==> config.mk <==
export PLATFORM = sky130hd
export DESIGN_NAME = mbist_fail_logger
export DESIGN_NICKNAME = d
export VERILOG_FILES = /design/src/rtl/mbist_pkg.sv /design/src/rtl/mbist_fail_fifo.sv /design/src/rtl/mbist_fail_logger.sv
export SDC_FILE = /design/constraint.sdc
export NUM_CORES = 1
export LEC_CHECK = 0
export CAP_MARGIN = 5
export CORE_ASPECT_RATIO = 0.75
export CORE_MARGIN = 5
export CORE_UTILIZATION = 55
export DETAILED_ROUTE_END_ITERATION = 7
export PLACE_DENSITY = 0.74
export SYNTH_ARGS = -nofsm -noshare
export SYNTH_HDL_FRONTEND = slang
export SYNTH_SLANG_ARGS = --single-unit
==> constraint.sdc <==
create_clock -name clk -period 38.3 [get_ports clk]
set_clock_uncertainty 0.1 [all_clocks]
set_input_delay 7.66 -clock clk [delete_from_list [all_inputs] [get_ports clk]]
set_output_delay 7.66 -clock clk [all_outputs]
set_load 0.03 [all_outputs]
==> src/rtl/mbist_pkg.sv <==
// Shared types for the MBIST fail logger: FSM encoding, default widths, log entry layout.
package mbist_pkg;

  localparam int ADDR_WIDTH = 16;
  localparam int DATA_WIDTH = 64;

  typedef enum logic [1:0] {
    IDLE = 2'd0,
    RUN  = 2'd1,
    DONE = 2'd2
  } state_t;

  typedef struct packed {
    logic [ADDR_WIDTH-1:0] addr;
    logic [DATA_WIDTH-1:0] data;
  } log_entry_t;

endpackage

==> src/rtl/mbist_fail_fifo.sv <==
// Synchronous FIFO with first-word fall-through head, wrap-bit pointers and same-cycle push/pop.
// A push into a full FIFO succeeds only when a pop completes on the same edge.
module mbist_fail_fifo #(
  parameter int WIDTH     = 80,
  parameter int DEPTH     = 8,
  parameter int PTR_WIDTH = 3
) (
  input  logic             clk,
  input  logic             rst,
  input  logic             i_flush,
  input  logic             i_push,
  input  logic [WIDTH-1:0] i_push_dat,
  input  logic             i_pop,
  output logic [WIDTH-1:0] o_head_dat,
  output logic             o_full,
  output logic             o_empty
);

  logic [WIDTH-1:0]   r_mem [DEPTH];
  logic [PTR_WIDTH:0] r_wr_ptr;
  logic [PTR_WIDTH:0] r_rd_ptr;
  logic               w_push_ok;
  logic               w_pop_ok;

  assign o_empty    = (r_wr_ptr == r_rd_ptr);
  assign o_full     = (r_wr_ptr[PTR_WIDTH-1:0] == r_rd_ptr[PTR_WIDTH-1:0]) &&
                      (r_wr_ptr[PTR_WIDTH] != r_rd_ptr[PTR_WIDTH]);
  assign w_pop_ok   = i_pop && !o_empty;
  assign w_push_ok  = i_push && (!o_full || w_pop_ok);
  assign o_head_dat = r_mem[r_rd_ptr[PTR_WIDTH-1:0]];

  // Storage is cleared on reset so the head reads as zero out of reset.
  always_ff @(posedge clk or posedge rst) begin
    if (rst) begin
      for (int i = 0; i < DEPTH; i++) r_mem[i] <= '0;
    end else if (!i_flush && w_push_ok) begin
      r_mem[r_wr_ptr[PTR_WIDTH-1:0]] <= i_push_dat;
    end
  end

  always_ff @(posedge clk or posedge rst) begin
    if (rst) begin
      r_wr_ptr <= '0;
      r_rd_ptr <= '0;
    end else if (i_flush) begin
      r_wr_ptr <= '0;
      r_rd_ptr <= '0;
    end else begin
      if (w_push_ok) r_wr_ptr <= r_wr_ptr + (PTR_WIDTH+1)'(1);
      if (w_pop_ok)  r_rd_ptr <= r_rd_ptr + (PTR_WIDTH+1)'(1);
    end
  end

endmodule

==> src/rtl/mbist_fail_logger.sv <==
// MBIST fail logger: captures {address, rdata} per error in RUN, counts faults, tracks IDLE/RUN/DONE.
// MBIST_FAIL_LOG_DEDUP_EN suppresses pushes that repeat the last stored address.
module mbist_fail_logger
  import mbist_pkg::*;
#(
  parameter int ADDR_WIDTH = mbist_pkg::ADDR_WIDTH,
  parameter int DATA_WIDTH = mbist_pkg::DATA_WIDTH,
  parameter int DEPTH      = 8,
  parameter int PTR_WIDTH  = 3
) (
  input  logic                  clk,
  input  logic                  rst,
  input  logic                  test_start,
  input  logic                  error,
  input  logic [ADDR_WIDTH-1:0] address,
  input  logic [DATA_WIDTH-1:0] rdata,
  input  logic                  marcha_complete,
  output logic                  log_valid,
  input  logic                  log_ready,
  output logic [ADDR_WIDTH-1:0] log_addr,
  output logic [DATA_WIDTH-1:0] log_data,
  output logic [ADDR_WIDTH-1:0] fault_count,
  output logic                  log_overflow,
  output logic                  busy,
  output logic                  done,
  output logic                  pass
);

  localparam int W = ADDR_WIDTH + DATA_WIDTH;

  state_t                r_state;
  logic                  r_busy, r_done, r_pass;
  logic [ADDR_WIDTH-1:0] r_count;
  logic                  r_overflow;
  logic [ADDR_WIDTH-1:0] w_count_nxt;
  logic                  w_accept, w_push_req, w_push, w_pop;
  logic                  w_full, w_empty;
  logic [W-1:0]          w_head;

  assign w_accept    = (r_state == RUN) && error && !test_start;
  assign w_pop       = !w_empty && log_ready;
  assign w_push      = w_push_req && (!w_full || w_pop);
  assign w_count_nxt = (w_accept && (r_count != '1)) ? r_count + ADDR_WIDTH'(1) : r_count;

`ifdef MBIST_FAIL_LOG_DEDUP_EN
  logic [ADDR_WIDTH-1:0] r_last_addr;
  logic                  r_last_vld;

  assign w_push_req = w_accept && !(r_last_vld && (address == r_last_addr));

  always_ff @(posedge clk or posedge rst) begin
    if (rst) begin
      r_last_addr <= '0;
      r_last_vld  <= 1'b0;
    end else if (test_start) begin
      r_last_vld  <= 1'b0;
    end else if (w_push) begin
      r_last_addr <= address;
      r_last_vld  <= 1'b1;
    end
  end
`else
  assign w_push_req = w_accept;
`endif

  mbist_fail_fifo #(
    .WIDTH     (W),
    .DEPTH     (DEPTH),
    .PTR_WIDTH (PTR_WIDTH)
  ) u_fifo (
    .clk        (clk),
    .rst        (rst),
    .i_flush    (test_start),
    .i_push     (w_push),
    .i_push_dat ({address, rdata}),
    .i_pop      (w_pop),
    .o_head_dat (w_head),
    .o_full     (w_full),
    .o_empty    (w_empty)
  );

  // Counter keeps counting drops; overflow only when a push is truly lost.
  always_ff @(posedge clk or posedge rst) begin
    if (rst) begin
      r_count    <= '0;
      r_overflow <= 1'b0;
    end else if (test_start) begin
      r_count    <= '0;
      r_overflow <= 1'b0;
    end else begin
      r_count <= w_count_nxt;
      if (w_push_req && w_full && !w_pop) r_overflow <= 1'b1;
    end
  end

  always_ff @(posedge clk or posedge rst) begin
    if (rst) begin
      r_state <= IDLE;
      r_busy  <= 1'b0;
      r_done  <= 1'b0;
      r_pass  <= 1'b0;
    end else if (test_start) begin
      r_state <= RUN;
      r_busy  <= 1'b1;
      r_done  <= 1'b0;
      r_pass  <= 1'b0;
    end else if (r_state == RUN && marcha_complete) begin
      r_state <= DONE;
      r_busy  <= 1'b0;
      r_done  <= 1'b1;
      r_pass  <= (w_count_nxt == '0);
    end
  end

  assign log_valid    = !w_empty;
  assign log_addr     = w_head[DATA_WIDTH +: ADDR_WIDTH];
  assign log_data     = w_head[DATA_WIDTH-1:0];
  assign fault_count  = r_count;
  assign log_overflow = r_overflow;
  assign busy         = r_busy;
  assign done         = r_done;
  assign pass         = r_pass;

endmodule

# Word level (Yosys, flattened, before mapping)
# Cells that the tools add are included.
[word_totals] inputBits=86 ff_bits=670 output_inout_bits=101
[classes] magnitude_cmp=3 n_reduce_logical=24 n_addsub=3 bitwise=2 mux=22 n_eq_ne=5
[ops] cell="bitwise mux 640 bit" count=1
[ops] cell="binary-select mux 80 bit (select 3 bit)" count=1
[ops] cell="demux 80 bit (select 3 bit)" count=1
[ops] cell="2-to-1 mux 80 bit" count=3
[ops] cell="2-to-1 mux 16 bit" count=2
[ops] cell="adder 16 x 1 -> 16 bit, second input constant" count=1
[ops] cell="zero test 16 bit" count=1
[ops] cell="2-to-1 mux 4 bit" count=4
[ops] cell="!= test 16 bit, second input constant" count=1
[ops] cell="logical AND 1 bit" count=13
[ops] cell="adder 4 x 1 -> 4 bit, second input constant" count=2
[ops] cell=">= comparator 4 bit, second input constant" count=2
[ops] cell="2-to-1 mux 1 bit" count=8
[ops] cell="NOT 3 -> 4 bit" count=2
[ops] cell="nonzero test 2 bit" count=4
[ops] cell="== test 4 bit" count=1
[ops] cell="zero test 1 bit" count=4
[ops] cell="less-than comparator 4 x 1 -> 1 bit, second input constant" count=1
[ops] cell="2-to-1 mux 2 bit" count=2
[ops] cell="== test 3 bit" count=1
[ops] cell="== test 2 x 1 -> 1 bit, second input constant" count=1
[ops] cell="logical OR 1 bit" count=2
[ops] cell="!= test 1 bit" count=1

# Logic depth before layout (Yosys ltp)
# Gate-level depths: netlist (run 1).
[logic_depth] word_depth=8 depth_mapped=10

# By module
# A second synthesis (run 1) with hierarchy kept.
[hier_totals] hier_cells=1863 area_unflattened_um2=30397.9
[by_module_without_submodules] mod="mbist_fail_fifo" cells_per_inst=1712 instances=1 area_each_um2=29061.6
[by_module_without_submodules] mod="mbist_fail_logger" cells_per_inst=151 instances=1 area_each_um2=1336.3

# Least setup slack after synthesis (run 1)
# Ideal clock, no wire load.
[synth_timing] path_kind="reg-to-output" start="register u_fifo.r_rd_ptr[0]" end="output port log_addr[0]" path_buffers=3 t_required_ns=30.540 t_arrival_ns=2.007 stages_incl_launch_ff=6 path_slack_ns=28.533 path_cell_list="dfrtp_1 -> buf_2 -> buf_1 -> buf_2 -> mux4_2 -> mux2_2"
[synth_via] elab_chain_len=4
[synth_rtl] item="start: declaration" line_no="mbist_fail_fifo.sv:21" source="logic [PTR_WIDTH:0] r_rd_ptr;"
[synth_rtl] item="start signal: assignment" line_no="mbist_fail_fifo.sv:50" source="if (w_pop_ok) r_rd_ptr <= r_rd_ptr + (PTR_WIDTH+1)'(1);"
[synth_rtl] item="NOT 3 -> 4 bit (not written as such)" line_no="mbist_fail_fifo.sv:30" source="assign o_head_dat = r_mem[r_rd_ptr[PTR_WIDTH-1:0]];"
[synth_rtl] item="binary-select mux 80 bit (select 3 bit)" line_no="mbist_fail_fifo.sv:30"
[synth_rtl] item="2-to-1 mux 80 bit (not written as such) (2 in a row)" line_no="mbist_fail_fifo.sv:30"
[synth_rtl] item="end: declaration" line_no="mbist_fail_logger.sv:20" source="output logic [ADDR_WIDTH-1:0] log_addr,"
# No other way between the ends. The select of a mux whose other input is x is not followed.

# Worst setup path after layout (run 1)
[layout_timing] start="register u_fifo.r_rd_ptr[0]" end="output port log_data[6]"
[layout_via] elab_chain_len=4
[layout_rtl] item="NOT 3 -> 4 bit (not written as such)" line_no="mbist_fail_fifo.sv:30"
[layout_rtl] item="binary-select mux 80 bit (select 3 bit)" line_no="mbist_fail_fifo.sv:30"
[layout_rtl] item="2-to-1 mux 80 bit (not written as such) (2 in a row)" line_no="mbist_fail_fifo.sv:30"
[layout_rtl] item="end: declaration" line_no="mbist_fail_logger.sv:21" source="output logic [DATA_WIDTH-1:0] log_data,"
# No other way between the ends. The select of a mux whose other input is x is not followed.

==> summary.txt, run 1 <==
Clock tree
  • Clock H-tree levels: 3
  • Clock tree from TritonCTS: yes
  • Number of resized instances in the post-cts repair step: 0
  • Num CTS Buffers: just under 70
  • Post-cts hold buffer count: 0
  • Maximum root-to-sink buffer count: 3
  • Clock Sink Count: between 600 and 700
  • CTS clock-pin slew for the worst setup and hold paths: roughly 0.060 ns
  • Number of buffers inserted to repair setup after CTS: 0
  • CTS Root Cell: sky130_fd_sc_hd__clkbuf_16
  • Later-pin clock latency in the skew report: ~0.6 ns

Logic synthesis
  • Xor and xnor fraction of the mapped netlist area: less than 1%
  • Combinational family with the most area after synthesis: multiplexers
  • Proportion of netlist area held by the largest area contributor: between 50% and 60%
  • Most numerous cell in the Yosys netlist: sky130_fd_sc_hd__dfrtp_1
  • Most frequent cells after synthesis: 668 x sky130_fd_sc_hd__dfrtp_1, 436 x sky130_fd_sc_hd__mux2_2, 239 x sky130_fd_sc_hd__mux2_4
  • Share of the synthesized area in compound gates (AO/OA/AOI/OAI): less than 1%
  • Count of warnings emitted by yosys: 0
  • Share of the yosys chip area belonging to registers: 53.61%
  • Share of synthesized cell area in and, or, nand and nor gates: 1.826%
  • Flop and latch count out of synthesis: around 670
  • Area of the mapped netlist: 31180 um2
  • Share of flip-flops with an asynchronous set or reset after synthesis: 100.0%
  • Area leader, netlist: sky130_fd_sc_hd__dfrtp_1
  • Mean instance size in the synthesized netlist: between 15 and 20 um2
  • Post-Synth Adder-Cell Area: less than 1%
  • Net Count, Synth: between 1500 and 2000
  • Most area-consuming cells after synthesis: sky130_fd_sc_hd__dfrtp_1 54%, sky130_fd_sc_hd__mux2_2 16%, sky130_fd_sc_hd__mux4_2 12%
  • Gate count after technology mapping: 1837
  • EDFF count, synth: 0
  • Unique masters post-synth: 50
  • Flip-flop cell with the highest count after synthesis: sky130_fd_sc_hd__dfrtp_1
  • Proportion of synthesized area in mux cells: 40.53%

Power
  • Power density over the cells: around 54 nW/um2
  • Total design power: between 1.5 and 2 mW
  • Leakage power figure: between 15 and 20 nW
  • Largest voltage drop on the vdd net: 0.00003511 V

Timing
  • Final setup violating endpoints: 0
  • Aggregate negative setup slack: 0 ns
  • Period Utilization, post-route: 33.27%
  • Final critical path time including I/O delays and setup: between 10 and 15 ns
  • Worst slew slack as a fraction of its limit: 22.69%
  • Top achievable clock speed: around 78 MHz
  • Max-slew violation count: 0
  • Unrepaired setup endpoints after global routing: no
  • Number of failing hold endpoints at the final stage: 0
  • Pin slew with the least headroom to its limit: ~1.2 ns
  • Worst Setup Slack, final: around 26 ns

Setup path
  • Reg2Reg Depth: 8
  • Reg-to-reg slack, setup: roughly 33 ns
  • Destination of the worst register-to-register timing path: u_fifo.r_mem[282]
  • Startpoint type of the worst setup path: register
  • Maximum fanout along the worst path: 50
  • Required @ worst endpoint: 30.54 ns
  • Setup crit end kind: primary output
  • Worst path arrival time: between 4 and 5 ns
  • Crit path kind: reg -> out
  • Critical register-to-register path startpoint: u_fifo.r_rd_ptr[0]

Die
  • Core footprint: 56020 um2
  • Die Span Y: about 220 um
  • Area enclosed by the die boundary: 61610 um2
  • Row cnt: 75
  • Initial standard-cell utilization of the core: between 50% and 60%
  • Die X-Extent: roughly 280 um
  • Top-Level Pins: 187

Global route
  • Total congestion overflow: 0
  • Initial antenna violation count: 6
  • Largest net degree at the start of global routing: around 140
  • Number of global-route vias before repair: between 15000 and 20000
  • Global-route wire length before repair: 109400 um
  • Aggregate global-route resource usage: between 20% and 30%

Worst hold path
  • Worst hold endpoint: u_fifo.r_mem[630]
  • Kind of path behind the tightest hold check: reg -> reg
  • WHS Path Cells: 1
  • Origin of the worst min-delay path: u_fifo.r_mem[630]

Finish
  • Count of filler cells inserted in the layout: 3823
  • Net count reported at finish: ~2100
  • Flip-flop and latch area: 16730 um2
  • Ratio of cells with drive above 1 in the final layout: between 40 and 50%
  • Layout Area Growth over Synthesis: 14.65%
  • Post-layout utilization of the core: 63.81%
  • Area of the multi-input gates: about 14000 um2

Routing
  • Number of vias in the routed layout: ~17000
  • Mean number of vias per cell: 6.010
  • WL/cell: 24.53 um
  • Final WL: between 60000 and 70000 um
  • Post-DRT Antenna Nets: 0
  • DR iter-0 viols: 934
  • Residual DRC count: 0
  • Pre-Repair DR Iteration Count: 5

Place
  • Number of I/O port buffers: 186
  • Worst slack after detailed placement: 25.50 ns
  • Final Wtd Congestion: 0.7771
  • Final HPWL DP: 38190 um

Flow run
  • Max-cap violation count: 0

Outcome
  • Result of the run: finished clean
-- worst max-delay path: stages, from the launching register on --
cell and delay (ns):
sky130_fd_sc_hd__dfrtp_4 0.95, sky130_fd_sc_hd__buf_4 0.85, sky130_fd_sc_hd__buf_4 0.93, sky130_fd_sc_hd__mux4_2 0.61
sky130_fd_sc_hd__mux2_2 0.27, sky130_fd_sc_hd__clkdlybuf4s50_1 0.68
-- area by class of cell --
type                    instances  share of cell area [%]
clock buffers                 107                   5.936
repair buffers                215                   5.817
inverters                       6                 0.08400
flip-flops and latches        668                   46.79
multi-input cells            1035                   38.24
clock inverters                13                  0.5635
diodes                          2                 0.01400
well taps                     731                   2.558
-- cell families (layout without fill, tap and decap cells) --
kind of cell	Yosys count	count (layout)
simple gates	100	100
other cells	0	2
xor+xnor	29	29
mux	883	883
fa+ha+maj	3	3
flops	668	668
buf+inv	134	341
compound gates	20	20
-- state kept, by name, indices dropped and copies added, names as in the netlist --
name / count
r_state: 2
pass: 1
u_fifo.r_rd_ptr: 4
u_fifo.r_mem: 640
fault_count: 16
log_overflow: 1
u_fifo.r_wr_ptr: 4
-- routing by layer --
metal	vias up	global-route usage, %	share of wire [%]
met2	324	35.20	48
met4	8	5.290	1.8
met1	9111	32.88	46
met5	-	0	0.087
li1	7161	-	-
met3	86	4.527	4.4
-- through the flow --
| step | cells | hold slack (ns) | cell area (um2) |
|---|---|---|---|
| floorplan | 1837 | 0.3533 | 31180 |
| global placement | 2655 | 0.3623 | 33420 |
| detailed placement | 2655 | 0.3714 | 33420 |
| CTS | 2775 | 0.3872 | 35740 |
| global route | 2777 | 0.4001 | 35750 |
| finish | 2777 | 0.3841 | 35750 |
-- worst max path at each step --
stage / slack (ns) / to / start
detailed placement: 25.50 / u_fifo.r_mem[535] / rst
floorplan: 11.82 / fault_count[0] / rst
finish: 25.56 / log_data[6] / u_fifo.r_rd_ptr[0]
global route: 25.11 / log_data[6] / u_fifo.r_rd_ptr[0]
CTS: 25.39 / log_data[6] / u_fifo.r_rd_ptr[0]
global placement: 25.65 / u_fifo.r_mem[215] / rst
-- report_power, final --
part           switching (mW)  total, mW  leakage [nW]  internal [mW]
clock                   0.275      0.683          1.14          0.408
sequential             0.0432      0.821          9.01          0.778
combinational           0.199      0.416          5.94          0.218
total                   0.517       1.92          16.1           1.40
-- cell usage in the layout, fill, tap and decap left out, drive strengths merged, types with 2 or more instances in the layout --
cell / instances
nor4: 6
buf: 29
dfrtp: 668
nor3: 11
nor3b: 3
o31a: 2
nand2b: 4
nor2: 34
bufinv: 4
xnor2: 22
and3: 3
o21ai: 7
xor2: 7
nand3: 5
o31ai: 2
ha: 3
clkinv: 6
nand4: 8
clkbuf: 107
mux2: 720
clkdlybuf4s50: 186
nand4b: 3
a21oi: 2
or3: 2
inv: 8
diode: 2
mux4: 160
mux2i: 3
nand2: 14
o41ai: 2
Note: power is estimated with default switching activity, not from simulation.
==> run 2: changes to the inputs <==
==> constraint.sdc (replaced) <==
create_clock -name clk -period 12.5 [get_ports clk]
set_clock_uncertainty 0.1 [all_clocks]
set_input_delay 2.5 -clock clk [delete_from_list [all_inputs] [get_ports clk]]
set_output_delay 2.5 -clock clk [all_outputs]
set_load 0.03 [all_outputs]
==> run 2 against run 1 <==
Effect of this change: sequential share of layout area grew 0.080 points; register-to-register slack lost 26 ns; via count shrank 0.65%; total power grew to 3.0 times the previous value; largest power group unchanged; first-iteration DRC count shrank 5.8%; clock power grew to 3.0 times the previous value; global-route usage shrank 0.16 points; routed wire length shrank 1.6%; core utilization shrank 0.11 points; combinational power grew to 3.1 times the previous value; non-clock buffer count shrank 3; die area is the same.
==> summary.txt, run 2 (synthesis gave the netlist of run 1 again) <==
Power
  • Leakage power figure: 16.04 nW (-0.31%)
  • Power density over the cells: 163.8 nW/um2 (+200%)
  • Largest voltage drop on the vdd net: 0.0001270 V (+260%)
  • Total design power: 5.845 mW (+200%)

Clock tree
  • Clock Sink Count: 668 (unchanged)
  • Num CTS Buffers: 67 (-1.5%)
  • Post-cts hold buffer count: 0 (unchanged)
  • Number of resized instances in the post-cts repair step: 0 (unchanged)
  • Number of buffers inserted to repair setup after CTS: 0 (unchanged)
  • Later-pin clock latency in the skew report: 0.57 ns (-0.03 ns)
  • Clock H-tree levels: 3 (unchanged)
  • Clock tree from TritonCTS: yes
  • CTS Root Cell: sky130_fd_sc_hd__clkbuf_16
  • Maximum root-to-sink buffer count: 3 (unchanged)
  • CTS clock-pin slew for the worst setup and hold paths: 0.06 ns (about the same)

Routing
  • Post-DRT Antenna Nets: 0 (unchanged)
  • Routed metal-1 wire length: 30980 um (-1.7%)
  • WL/cell: 24.18 um (-1.4%)
  • Mean number of vias per cell: 5.980 (-0.50%)
  • Detail Route met3 WL: 2957 um (-0.34%)
  • Total length of routed met2 wires: 31940 um (-1.3%)
  • Number of vias in the routed layout: 16582 (-0.65%)
  • Pre-Repair DR Iteration Count: 5 (unchanged)
  • DR iter-0 viols: 880 (-5.8%)
  • Final WL: 67040 um (-1.6%)
  • Residual DRC count: 0 (unchanged)
  • Highest metal layer used by the detailed router: met5

Finish
  • Area of the multi-input gates: 13670 um2 (unchanged)
  • Layout Area Growth over Synthesis: 14.45%
  • Leading cell type in the layout, fill and taps excluded: sky130_fd_sc_hd__dfrtp_1
  • Count of filler cells inserted in the layout: 3903 (+2.1%)
  • Flip-flop count of the largest register after layout: 640 (unchanged)
  • Top library cells by usage in the layout, fill and taps aside: 665 x sky130_fd_sc_hd__dfrtp_1, 436 x sky130_fd_sc_hd__mux2_2, 239 x sky130_fd_sc_hd__mux2_4
  • Net count reported at finish: 2079 (-0.19%)
  • Flip-flop and latch area: 16730 um2 (unchanged)
  • Ratio of cells with drive above 1 in the final layout: 48.06% (-0.27 points)
  • Design Area, Final: 35690 um2 (-0.17%)
  • Register containing the most flip-flops in the final layout: u_fifo.r_mem

Setup path
  • Required @ worst endpoint: 9.90 ns (-20.64 ns)
  • Crit path kind: reg -> out
  • Startpoint type of the worst setup path: register
  • Worst path arrival time: 4.59 ns (-0.39 ns)
  • Reg2Reg Depth: 8 (unchanged)
  • Maximum fanout along the worst path: 91 (+82%)
  • Setup crit end kind: primary output

Place
  • Final Wtd Congestion: 0.7846 (+0.97%)
  • Number of I/O port buffers: 186 (unchanged)
  • Area after DPL: 33430 um2 (about the same)
  • Final HPWL DP: 37680 um (-1.3%)

Timing
  • Final critical path time including I/O delays and setup: between 7 and 8 ns
  • Final setup violating endpoints: 0 (unchanged)
  • Unrepaired setup endpoints after global routing: no
  • Worst slew slack as a fraction of its limit: 16.26% (-6.4 points)
  • Max-slew violation count: 0 (unchanged)
  • Period Utilization, post-route: 57.50%
  • Worst hold slack across all endpoints: 0.3850 ns (+0.0009300 ns)
  • Aggregate negative setup slack: 0 ns (unchanged)
  • Pin slew with the least headroom to its limit: 1.256 ns (+0.09640 ns)
  • Number of failing hold endpoints at the final stage: 0 (unchanged)
  • Top achievable clock speed: 139.1 MHz

Outcome
  • Result of the run: finished clean

Die
  • Die Span Y: 216.2 um (unchanged)
  • Top-Level Pins: 187 (unchanged)
  • Row cnt: 75 (unchanged)
  • Core footprint: 56020 um2 (unchanged)
  • Die X-Extent: 284.9 um (unchanged)
  • Area enclosed by the die boundary: 61610 um2 (unchanged)
  • Initial standard-cell utilization of the core: 55.66% (unchanged)

Global route
  • Initial antenna violation count: 8 (+2)
  • Number of global-route vias before repair: 18497 (+0.53%)
  • Global-route wire length before repair: 109100 um (-0.23%)
  • Aggregate global-route resource usage: 22.26% (-0.16 points)
  • Largest net degree at the start of global routing: 184 (+35%)
  • Total congestion overflow: 0 (unchanged)

Worst hold path
  • WHS Path Cells: 1 (unchanged)
  • Kind of path behind the tightest hold check: reg -> reg

Flow run
  • Max-cap violation count: 0 (unchanged)
-- run 2: cell types whose count changed in the layout (fill, tap and decap cells not counted) --
cell	change
sky130_fd_sc_hd__clkinv_8	-2
sky130_fd_sc_hd__bufinv_16	+1
sky130_fd_sc_hd__clkbuf_1	+3
sky130_fd_sc_hd__clkinvlp_4	+2
sky130_fd_sc_hd__clkbuf_8	-3
sky130_fd_sc_hd__inv_8	-1
sky130_fd_sc_hd__diode_2	+1
sky130_fd_sc_hd__buf_12	+3
sky130_fd_sc_hd__clkbuf_16	-2
sky130_fd_sc_hd__buf_4	-6
-- run 2: critical path, stage by stage (launching register included) --
cell	delay, ns
sky130_fd_sc_hd__dfrtp_4	0.80
sky130_fd_sc_hd__buf_12	0.69
sky130_fd_sc_hd__buf_4	0.91
sky130_fd_sc_hd__mux4_2	0.60
sky130_fd_sc_hd__mux2_2	0.27
sky130_fd_sc_hd__clkdlybuf4s50_1	0.68
-- run 2: final timing paths --
| kind | slack, ns | endpoint | startpoint |
|---|---|---|---|
| worst min-delay path | 0.39 | u_fifo.r_mem[610] | u_fifo.r_mem[610] |
| worst min register to register | 0.39 | u_fifo.r_mem[610] | u_fifo.r_mem[610] |
| max in group asynchronous | 7.65 | u_fifo.r_mem[25] | rst |
| worst max-delay path | 5.31 | log_data[45] | u_fifo.r_rd_ptr[0] |
| min in group asynchronous | 2.27 | u_fifo.r_mem[451] | rst |
| worst max register to register | 7.73 | u_fifo.r_mem[195] | u_fifo.r_rd_ptr[0] |
-- run 2: power breakdown --
group	total, mW	internal [mW]	leakage, nW	switching [mW]
logic	1.28	0.668	5.93	0.609
clock network	2.06	1.23	1.10	0.829
registers	2.51	2.38	9.01	0.131
-- run 2: cell type report --
type | instances | share of cell area (%)
diodes | 3 | 0.02104
clock buffers | 105 | 5.722
inverters | 6 | 0.07362
multi-input cells | 1035 | 38.30
repair buffers | 212 | 5.869
well taps | 731 | 2.563
flip-flops and latches | 668 | 46.87
clock inverters | 13 | 0.5785
-- run 2: per-stage QoR --
step | instances | utilization [%] | worst slack, ns
floorplan | 1837 | - | 0.7656
global placement | 2652 | 59.68 | 5.576
detailed placement | 2652 | 59.68 | 5.511
CTS | 2770 | 63.69 | 5.137
global route | 2773 | 63.70 | 4.904
finish | 2773 | 63.70 | 5.313
-- run 2: per-layer routing --
metal  global-route usage (%)  vias up
met5                        0        -
met4                    4.479        8
met3                    4.716       86
met2                    35.35      276
met1                    32.50     9044
li1                         -     7168
